[src/rtl/ctrl_intersection.sv]
// Multi-approach traffic-light controller: round-robin service,
// all-red clearance, night flash mode and internal tick prescaler.
module ctrl_intersection #(
  parameter int N_CH         = 3,
  parameter int CLK_PER_TICK = 100000000,
  parameter int T_ALLRED     = 1,
  parameter int T_RYEL       = 1,
  parameter int T_GREEN      = 5,
  parameter int T_YELLOW     = 2
) (
  input  logic              CLK,
  input  logic              RES,
  input  logic [N_CH-1:0]   REQ,
  input  logic              FLASH,
  output logic [3*N_CH-1:0] RGB,
  output logic [N_CH-1:0]   GNT,
  output logic [2:0]        STATE
);

  localparam int IW = (N_CH > 1) ? $clog2(N_CH) : 1;
  localparam int CW = (CLK_PER_TICK > 1) ?
                      $clog2(CLK_PER_TICK) : 1;
  localparam int T_A = (T_ALLRED > T_RYEL) ? T_ALLRED : T_RYEL;
  localparam int T_B = (T_GREEN > T_YELLOW) ? T_GREEN : T_YELLOW;
  localparam int TMAX = (T_A > T_B) ? T_A : T_B;
  localparam int PW = $clog2(TMAX + 1);

  localparam logic [2:0] L_RED = 3'b100;
  localparam logic [2:0] L_YEL = 3'b110;
  localparam logic [2:0] L_GRN = 3'b010;
  localparam logic [2:0] L_OFF = 3'b000;

  typedef enum logic [2:0] {
    S_IDLE  = 3'd0,
    S_ARED  = 3'd1,
    S_RYEL  = 3'd2,
    S_GREEN = 3'd3,
    S_YEL   = 3'd4,
    S_FLASH = 3'd5
  } state_t;

  state_t          state, state_n;
  logic [CW-1:0]   pre, pre_n;
  logic [PW-1:0]   ph, ph_n;
  logic [PW-1:0]   dur;
  logic [N_CH-1:0] pend, pend_v, pend_n;
  logic [N_CH-1:0] mask, clr, sel_oh;
  logic [IW-1:0]   last, sel_q, sel_c;
  logic            tick, done, ent;
  logic            found;

  assign tick   = (pre == CW'(CLK_PER_TICK - 1));
  assign sel_oh = N_CH'(1) << sel_q;

  always_ff @(posedge CLK) begin
    if (RES) begin
      state <= S_ARED;
      pre   <= '0;
      ph    <= '0;
      pend  <= '0;
      last  <= IW'(N_CH - 1);
      sel_q <= '0;
    end else begin
      state <= state_n;
      pre   <= pre_n;
      ph    <= ph_n;
      pend  <= pend_n;
      if (state_n == S_RYEL && state != S_RYEL)
        sel_q <= sel_c;
      if (state_n == S_GREEN && state != S_GREEN)
        last <= sel_q;
    end
  end

  always_comb begin
    dur = PW'(1);
    case (state)
      S_ARED:  dur = PW'(T_ALLRED);
      S_RYEL:  dur = PW'(T_RYEL);
      S_GREEN: dur = PW'(T_GREEN);
      S_YEL:   dur = PW'(T_YELLOW);
      default: dur = PW'(1);
    endcase
  end

  assign done = tick && (ph == dur - PW'(1));

  // The selected approach cannot re-request itself while it is being served.
  always_comb begin
    mask = '0;
    if (state == S_RYEL || state == S_GREEN)
      mask = sel_oh;
  end

  assign pend_v = pend | (REQ & ~mask);

  always_comb begin
    sel_c = last;
    found = 1'b0;
    for (int k = 1; k <= N_CH; k++) begin
      automatic int idx = (int'(last) + k) % N_CH;
      if (!found && pend_v[idx]) begin
        sel_c = IW'(idx);
        found = 1'b1;
      end
    end
  end

  always_comb begin
    state_n = state;
    case (state)
      S_IDLE: begin
        if (FLASH)
          state_n = S_FLASH;
        else if (|pend_v)
          state_n = S_RYEL;
      end
      S_ARED: begin
        if (done) begin
          if (FLASH)
            state_n = S_FLASH;
          else if (|pend_v)
            state_n = S_RYEL;
          else
            state_n = S_IDLE;
        end
      end
      S_RYEL: begin
        if (done)
          state_n = S_GREEN;
      end
      S_GREEN: begin
        if (done)
          state_n = S_YEL;
      end
      S_YEL: begin
        if (done)
          state_n = S_ARED;
      end
      S_FLASH: begin
        if (!FLASH)
          state_n = S_ARED;
      end
      default: state_n = S_ARED;
    endcase
  end

  assign ent = (state_n != state);

  always_comb begin
    clr = '0;
    if (state == S_RYEL && state_n == S_GREEN)
      clr = sel_oh;
  end

  assign pend_n = pend_v & ~clr;

  // In FLASH the phase count runs freely; its LSB gives the blink.
  always_comb begin
    pre_n = pre;
    ph_n  = ph;
    if (ent) begin
      pre_n = '0;
      ph_n  = '0;
    end else if (tick) begin
      pre_n = '0;
      ph_n  = ph + PW'(1);
    end else begin
      pre_n = pre + CW'(1);
    end
  end

  always_comb begin
    RGB = '0;
    GNT = '0;
    for (int i = 0; i < N_CH; i++) begin
      automatic logic [2:0] lamp = L_RED;
      automatic logic       hit  = (sel_q == IW'(i));
      unique case (1'b1)
        (state == S_FLASH):
          lamp = ph[0] ? L_OFF : L_YEL;
        (hit && state == S_RYEL):
          lamp = L_YEL;
        (hit && state == S_GREEN):
          lamp = L_GRN;
        (hit && state == S_YEL):
          lamp = L_YEL;
        default:
          lamp = L_RED;
      endcase
      RGB[3*i +: 3] = lamp;
    end
    if (state == S_GREEN)
      GNT = sel_oh;
  end

  assign STATE = state;

endmodule

[config.mk]
export PLATFORM = sky130hd
export DESIGN_NAME = ctrl_intersection
export DESIGN_NICKNAME = d
export VERILOG_FILES = /design/src/rtl/ctrl_intersection.sv
export SDC_FILE = /design/constraint.sdc
export NUM_CORES = 1
export LEC_CHECK = 0
export ABC_AREA = 1
export CORE_ASPECT_RATIO = 0.8
export CORE_MARGIN = 1
export CORE_UTILIZATION = 40
export CTS_BUF_LIST = sky130_fd_sc_hd__clkbuf_16
export CTS_CLUSTER_SIZE = 25
export DETAILED_ROUTE_END_ITERATION = 10
export PLACE_DENSITY = 0.61
export RECOVER_POWER = 50
export SKIP_LAST_GASP = 1
export SYNTH_ARGS = -nofsm -noshare
export SYNTH_HDL_FRONTEND = slang
export SYNTH_SLANG_ARGS = --single-unit
[constraint.sdc]
create_clock -name CLK -period 2.4 [get_ports CLK]
set_input_delay 0.36 -clock CLK [delete_from_list [all_inputs] [get_ports CLK]]
set_output_delay 0.36 -clock CLK [all_outputs]
set_load 0.02 [all_outputs]
# Yosys cells after proc, flatten, opt, wreduce, memory -nomap -nowiden
# Index checks and enable logic that the tools add are counted.
[totals]
wordCells = 96
out_inout_bits = 15
regBits = 40
input_bits = 6
[op_classes]
div = 3
reduce_logical = 26
eq_ne = 14
addsub = 6
n_bitwise = 5
n_lt_le_gt_ge = 3
n_mux = 32
n_shift = 1
[op_table]
columns = ["op", "count"]
rows = [
  ["< comparator 32 x 4 -> 1 bit, second input constant", 3],
  ["modulo 32 x 3 -> 32 bit, second input constant", 3],
  ["two-way mux 3 bit", 12],
  ["adder 27 x 1 -> 27 bit, second input constant", 1],
  ["== test 27 bit, second input constant", 1],
  ["one-hot mux 3 bit (3 select lines)", 3],
  ["one-hot mux 3 bit (6 select lines)", 1],
  ["logical AND 1 bit", 15],
  ["== test 3 x 2 -> 1 bit, second input constant", 4],
  ["two-way mux 1 bit", 8],
  ["two-way mux 2 bit", 4],
  ["OR reduction 2 bit", 4],
  ["adder 2 x 2 -> 3 bit, second input constant", 2],
  ["bitwise AND 3 bit", 2],
  ["binary-select mux 1 bit (select 2 bit)", 3],
  ["== test 3 bit, second input constant", 2],
  ["inequality test 3 x 2 -> 1 bit, second input constant", 2],
  ["inverter 3 bit", 2],
  ["one-hot mux 3 bit (2 select lines)", 1],
  ["OR reduction 3 bit", 2],
  ["adder 2 x 1 -> 3 bit, second input constant", 1],
  ["adder 3 x 1 -> 3 bit, second input constant", 1],
  ["== test 3 x 1 -> 1 bit, second input constant", 1],
  ["== test 3 bit", 1],
  ["other kinds (10)", 11],
]

# Depth between registers and ports, before layout
# Gate-level depths: netlist of run 1.
[logic_depth]
word_depth = 16
mapped_depth = 18

# Least setup slack after synthesis of run 1
# OpenSTA, ideal clock, no wires.
[synth_path]
kind = "register to register"
from = "reg state[1], in the netlist STATE[1]"
to = "reg pre[20]"
path_slack_ns = 0.236
arrival_ns = 2.103
n_path_buf = 2
required_ns = 2.339
setup_ns = 0.061
synth_period_minus_slack_ns = 2.164
stages_incl_launch_ff = 19
path_cell_list = "dfxtp_1 buf_6 inv_4 nor2_4 nand2_2 nand2_1 nand2_2 nor2_4 inv_2 nor2_4 nand2_1 nand3_2 nand2_2 inv_2 nand2_2 nor2_4 nand3_4 buf_12 nor2_4"
[synth_via]
elab_chain_cells = 13
elab_cells_between_ends = 28
classes_between = "1 x add/sub; 7 x eq/ne; 12 x mux; 3 x bitwise; 5 x reduce/logical"
[synth_rtl]
columns = ["element", "line", "source"]
rows = [
  ["start, declared", "42", "state_t state, state_n;"],
  ["start signal, assigned", "64", "state <= state_n;"],
  ["parallel branches: the longest is 11 deep, another holds subtractor 3 x 1 -> 3 bit", "-", ""],
  ["inequality test 3 bit *", "148", "assign ent = (state_n != state);"],
  ["OR reduction 3 bit (no source line) *", "-", ""],
  ["end signal, assigned", "65", "pre <= pre_n;"],
  ["end, declared", "43", "logic [CW-1:0] pre, pre_n;"],
]
# Every way passes the cells marked *.
# A chain may end at the register's enable or synchronous reset.

# Final worst setup path of run 1
[layout_path]
from = "reg state[2], in the netlist STATE[2]"
to = "out GNT[2]"
[layout_via]
elab_chain_cells = 2
[layout_rtl]
columns = ["element", "line", "source"]
rows = [
  ["== test 3 x 2 -> 1 bit", "193", "if (state == S_GREEN)"],
  ["two-way mux 3 bit", "193", ""],
  ["end, declared", "16", "output logic [N_CH-1:0] GNT,"],
]
# Every way passes these cells.

==> flow_summary.ini, run 1 <==
[layout]
nets = 426
nFillCells = 678
post_layout_nonfiller_instances = 498
multi_input_comb_area_um2 = 1620
utilization_pct = 48.9
sequential_cell_area_um2 = 803
antenna_cells = 0
area_growth_pct = 16.5
final_cell_mix = nand2_1 (65), inv_1 (61), nor2_1 (47)
final_common_cell = nand2_1
drive_gt1_share_pct = 16.9

[worst_setup_path]
path_class = reg -> out
startpoint_type = flop
reg2reg_setup_slack_ns = 0.17
cp-end-kind = output port
slowest_stage = clkdlybuf4s50_1
cp_data_arrival_time_ns = 1.93
cp.required_ns = 2.04
critPathMaxFanout = 6
cp_cell_sequence = clkbuf_1 > nor2_4 > nand2_2 > buf_4 > nor2_1 > clkdlybuf4s50_1
max_stage_delay_ns = 0.61

[synthesis]
syn_inst = 383
ys_seq_elements = 40
synth_area_leaders = dfxtp_1 (29%), nor2_4 (10%), nand2_1 (9.3%)
synth.distinct_cells = 29
syn_area_um2 = 2720
yosysWarnings = 0
ys_seq_area_share_pct = 29.5
synth_top_cell_area_share_pct = 29.5
yosys.area.top_type = dfxtp_1
synth.avg_cell_area_um2 = 7.10

[flow_run]
maxCapViolCount = 0

[pwr]
power.leakage_nw = 1.25
combPwrFrac_pct = 48.1
p_int_mw = 1.52
power_switching_mw = 1.14
clkPwrFrac_pct = 22.9
p_seq_share_pct = 29.0
power_mw = 2.67
powerDensity_nw_per_um2 = 843
ir_drop_mv = 0.379
p_sw_share_pct = 42.8

[clock_network]
cts_sinks = 40
cts_buffers = 5
cts_root_buffer = clkbuf_16
insertion_delay_ns = 0.28
cts_tree = yes
postCtsHoldBufs = 0
clk_pin_slew_ns = 0.06
htreeDepth = 2
cts_buffer_depth = 2

[timing]
min_period_ns = 2.29
clock.fmax_mhz = 437
slew_violations = 0
worst_slack_ns = 0.114
rsz0062_at_grt = yes
fin_crit_sh_pct = 95.3
setup_viol = 0
skew_ns = 0.00373
hold_viol = 0

[placement]
numPlacedInstances = 491
dpl.hpwl_um = 4480
gp_congestion = 0.868
dp_worst_setup_slack_ns = 0.0439
placement.io_buffers = 17

[routing]
dr_total_vias = 2371
totalWireLength_um = 5670
ant_nets = 0
drtIter0Drc = 108
viasPerCell = 4.76
post_drt_wl_per_cell_um = 11.4
drc = 0
first_pass_iters = 4

[global_route]
antenna_found_initial = 0
grt_max_degree = 15
grt_first_pass_wirelength_um = 9580
grtUsageTotal_pct = 17.2
grt_pass1_vias = 2120
grt.overflow.total = 0

[floorplan]
ios = 21
die_height_um = 75.7
die_w_um = 94.2
rows = 26
die_area_um2 = 7130
core_area_um2 = 6470
initial_utilization_pct = 42.0

[outcome]
outcome = finished, final reports clean

[worst_hold_path]
hold_class = reg -> reg
[final timing paths]
path,from,end,cells after the start
setup / recovery,STATE[2],GNT[2],6
hold / removal,sel_q[0],sel_q[0],2
setup reg to reg,STATE[2],pre[14],16
hold reg to reg,sel_q[0],sel_q[0],2
[synthesized netlist by cell type]
| cell | instances |
|---|---|
| ha_1 | 6 |
| nand2_2 | 7 |
| nor2_1 | 48 |
| o2111ai_1 | 1 |
| inv_4 | 1 |
| a21oi_1 | 13 |
| o21ai_2 | 1 |
| nor2_2 | 3 |
| nand3_2 | 3 |
| inv_2 | 4 |
| o21ai_1 | 1 |
| xor2_1 | 18 |
| buf_12 | 2 |
| nor3_1 | 9 |
| nor2_4 | 25 |
| nor3_2 | 2 |
| inv_1 | 61 |
| nand3_4 | 1 |
| buf_6 | 1 |
| buf_4 | 3 |
| conb_1 | 1 |
| xnor2_1 | 9 |
| nand2_1 | 67 |
| a21o_1 | 1 |
| nand4_1 | 5 |
| dfxtp_1 | 40 |
| nand3_1 | 30 |
| o21ai_0 | 15 |
| o211ai_1 | 5 |
[power by group through the flow]
stage	clock network [mW]	logic, mW	registers, mW
after floorplan	0	1.00	0.783
after global placement	0	1.31	0.784
after global routing	0.671	1.40	0.782
after CTS	0.637	1.30	0.771
final	0.611	1.28	0.773
after detailed placement	0	1.32	0.783
[flip-flops by register name (all words and copies together), names as in the netlist]
register	flops
pend	3
sel_q	2
STATE	3
pre	27
last	2
ph	3
[metal layers]
metal | part of all wire [%] | track usage [%] | wire (µm)
met5 | 0 | 0 | 0
met1 | 52 | 24.7 | 2930
met4 | 0.92 | 6.50 | 52
met2 | 43 | 25.4 | 2460
met3 | 3.9 | 3.49 | 223
[logic make-up after synthesis]
kind of cell	synth area share, %
AND/OR/NAND/NOR	39.4
flip-flops	29.5
other	0.138
XOR/XNOR	8.70
AO/OA/AOI/OAI	7.64
adder cells (fa/ha/maj)	2.76
buffers and inverters	11.9
[timing repair]
| item | in CTS | in global routing |
|---|---|---|
| setup buffers | 0 | 0 |
| setup endpoints to repair | 6 | 35 |
| cloned | 0 | 0 |
| resized for setup | 8 | 8 |
[stage by stage]
step / TNS, ns / hold WS (ns) / area [µm²]
3_5_place_dp: 0 / 0.513 / 3030
2_1_floorplan: 0 / 0.429 / 2730
5_1_grt: -0.0542 / 0.540 / 3170
4_1_cts: 0 / 0.524 / 3160
3_3_place_gp: 0 / 0.513 / 3030
6_report: 0 / 0.522 / 3170
[area by class of cell]
class | instances | area share (%)
Inverter | 66 | 7.90
Sequential cell | 40 | 25.4
Clock buffer | 5 | 3.95
Multi-Input combinational cell | 273 | 51.2
Tap cell | 84 | 3.32
Clock inverter | 2 | 0.237
Timing Repair Buffer | 28 | 8.02
[critical path: cells and delay by family (launching register included)]
family	cells	cell delay, ns
flip-flops	1	0.34
buffers and inverters	3	0.94
AND/OR/NAND/NOR	3	0.37
(Power assumes the default switching activity.)
==> run 2: changes to the inputs <==
- CORE_MARGIN: 1 -> 2
==> flow_summary.ini, run 2 (synthesis results as in run 1) <==
[outcome]
outcome = finished, final reports clean

[floorplan]
die_height_um = 77.7
initial_utilization_pct = 42.0
die_w_um = 96.2
core_area_um2 = 6470
rows = 26
ios = 21
die_area_um2 = 7470

[layout]
largest_reg_flops = 27
drive_gt1_share_pct = 20.0
final_common_cell = nand2_1
nFillCells = 632
regMostFlops = pre
fin_area_um2 = 3320
area_growth_pct = 22.1
nets = 431
antenna_cells = 0
post_layout_nonfiller_instances = 504
final_cell_mix = nand2_1 (65), inv_1 (62), nor2_1 (42)

[routing]
totalWireLength_um = 5800
drtIter0Drc = 85
drc = 0
post_drt_wl_per_cell_um = 11.5
ant_nets = 0
first_pass_iters = 4
viasPerCell = 4.74
dr_total_vias = 2388

[timing]
min_period_ns = 2.22
hold_viol = 0
fin_crit_sh_pct = 92.6
clock.fmax_mhz = 450
slew_violations = 0
skew_ns = 0.00792
setup_viol = 0

[clock_network]
cts_root_buffer = clkbuf_16
cts_buffer_depth = 2
cts_sinks = 40
cts_buffers = 5
insertion_delay_ns = 0.28
cts_tree = yes
clk_pin_slew_ns = 0.06
htreeDepth = 2

[global_route]
grt_first_pass_wirelength_um = 9990
grtUsageTotal_pct = 16.8
antenna_found_initial = 0
grt_pass1_vias = 2220
grt.overflow.total = 0
grt_max_degree = 13

[worst_setup_path]
cp.required_ns = 2.62
cp_common_cell = nand2_1
startpoint_type = flop
cp-end-kind = flop
critPathMaxFanout = 5
cp_cell_sequence = nand2_1 > nor2_1 > nand3_1 > nor2_2 > nand3_2 > nand2_2 > nand2_2 > nor2_4 > nand2_1 > nand2_1 > nand2_1 > nor2_4 > nand3_4 > clkbuf_16 > nor2_4
slowest_stage = dfxtp_1
worst-path-buf-inv = 1
cp_data_arrival_time_ns = 2.45
reg2reg_setup_slack_ns = 0.18
max_stage_delay_ns = 0.38
reg2reg_to = pre[1]
path_class = reg -> reg
regToRegStartpoint = pre[15]
cp_top_family = simple AND/OR/NAND/NOR gates
r2r_cells = 15

[pwr]
ir_drop_mv = 0.381
power_mw = 2.96
powerDensity_nw_per_um2 = 893
power.leakage_nw = 1.35

[worst_hold_path]
hold_class = reg -> reg
hold_start = sel_q[1]
min_to = sel_q[1]
min_path_cells = 2

[placement]
gp_congestion = 0.888
placement.io_buffers = 17
dpl_cell_area_um2 = 3060
numPlacedInstances = 493
dpl.hpwl_um = 4480

[flow_run]
maxCapViolCount = 0
## run 2: where the power goes
| group | switching, mW | internal (mW) |
|---|---|---|
| registers | 0.0614 | 0.718 |
| clock network | 0.260 | 0.485 |
| logic | 0.883 | 0.554 |
## run 2: repair_timing
action / CTS / global route
cloned: 0 / 1
gates resized for setup: 8 / 18
buffers inserted: 0 / 2
pin swaps: 0 / 4
endpoints found under the setup margin: 6 / 35
hold buffers: 0 / 0
## run 2: per-stage QoR
step / util [%] / worst slack (ns) / hold slack [ns] / TNS [ns]
finish: 51.3 / 0.177 / 0.492 / 0
global route: 51.3 / -0.0153 / 0.517 / -0.0317
CTS: 49.7 / 0.0409 / 0.515 / 0
detailed placement: 47.3 / 0.116 / 0.498 / 0
global placement: 47.3 / 0.0863 / 0.497 / 0
floorplan: - / 0.236 / 0.429 / 0
## run 2: routing by layer
| metal | vias up | share of wire [%] | global-route usage, % |
|---|---|---|---|
| met5 | - | 0 | 0 |
| met2 | 23 | 43 | 24.4 |
| met4 | 0 | 1.1 | 4.86 |
| li1 | 1261 | - | - |
| met3 | 7 | 3.0 | 3.88 |
| met1 | 1097 | 53 | 24.6 |
## run 2: worst max-delay path by stage
| stage | startpoint | end | slack [ns] | cells past startpoint |
|---|---|---|---|---|
| 4_1_cts | STATE[1] | GNT[2] | 0.04 | 6 |
| 2_1_floorplan | STATE[1] | pre[20] | 0.24 | 18 |
| 3_3_place_gp | STATE[1] | pre[9] | 0.09 | 17 |
| 5_1_grt | pre[21] | pre[14] | -0.02 | 15 |
| 6_report | pre[15] | pre[1] | 0.18 | 15 |
| 3_5_place_dp | STATE[2] | RGB[1] | 0.12 | 7 |
## run 2: area by class of cell
class,count,area [µm²],share of cell area [%]
Clock buffer,5,125,3.77
Clock inverter,3,38.8,1.17
Inverter,66,250,7.54
Multi-Input combinational cell,273,1650,49.8
Sequential cell,40,810,24.4
Tap cell,84,105,3.17
Timing Repair Buffer,33,338,10.2
## run 2: tightest hold or removal path, cell delays in order, from the launching register on
cell and delay (ns):
dfxtp_2 0.33, nand2_1 0.07, a21oi_1 0.05
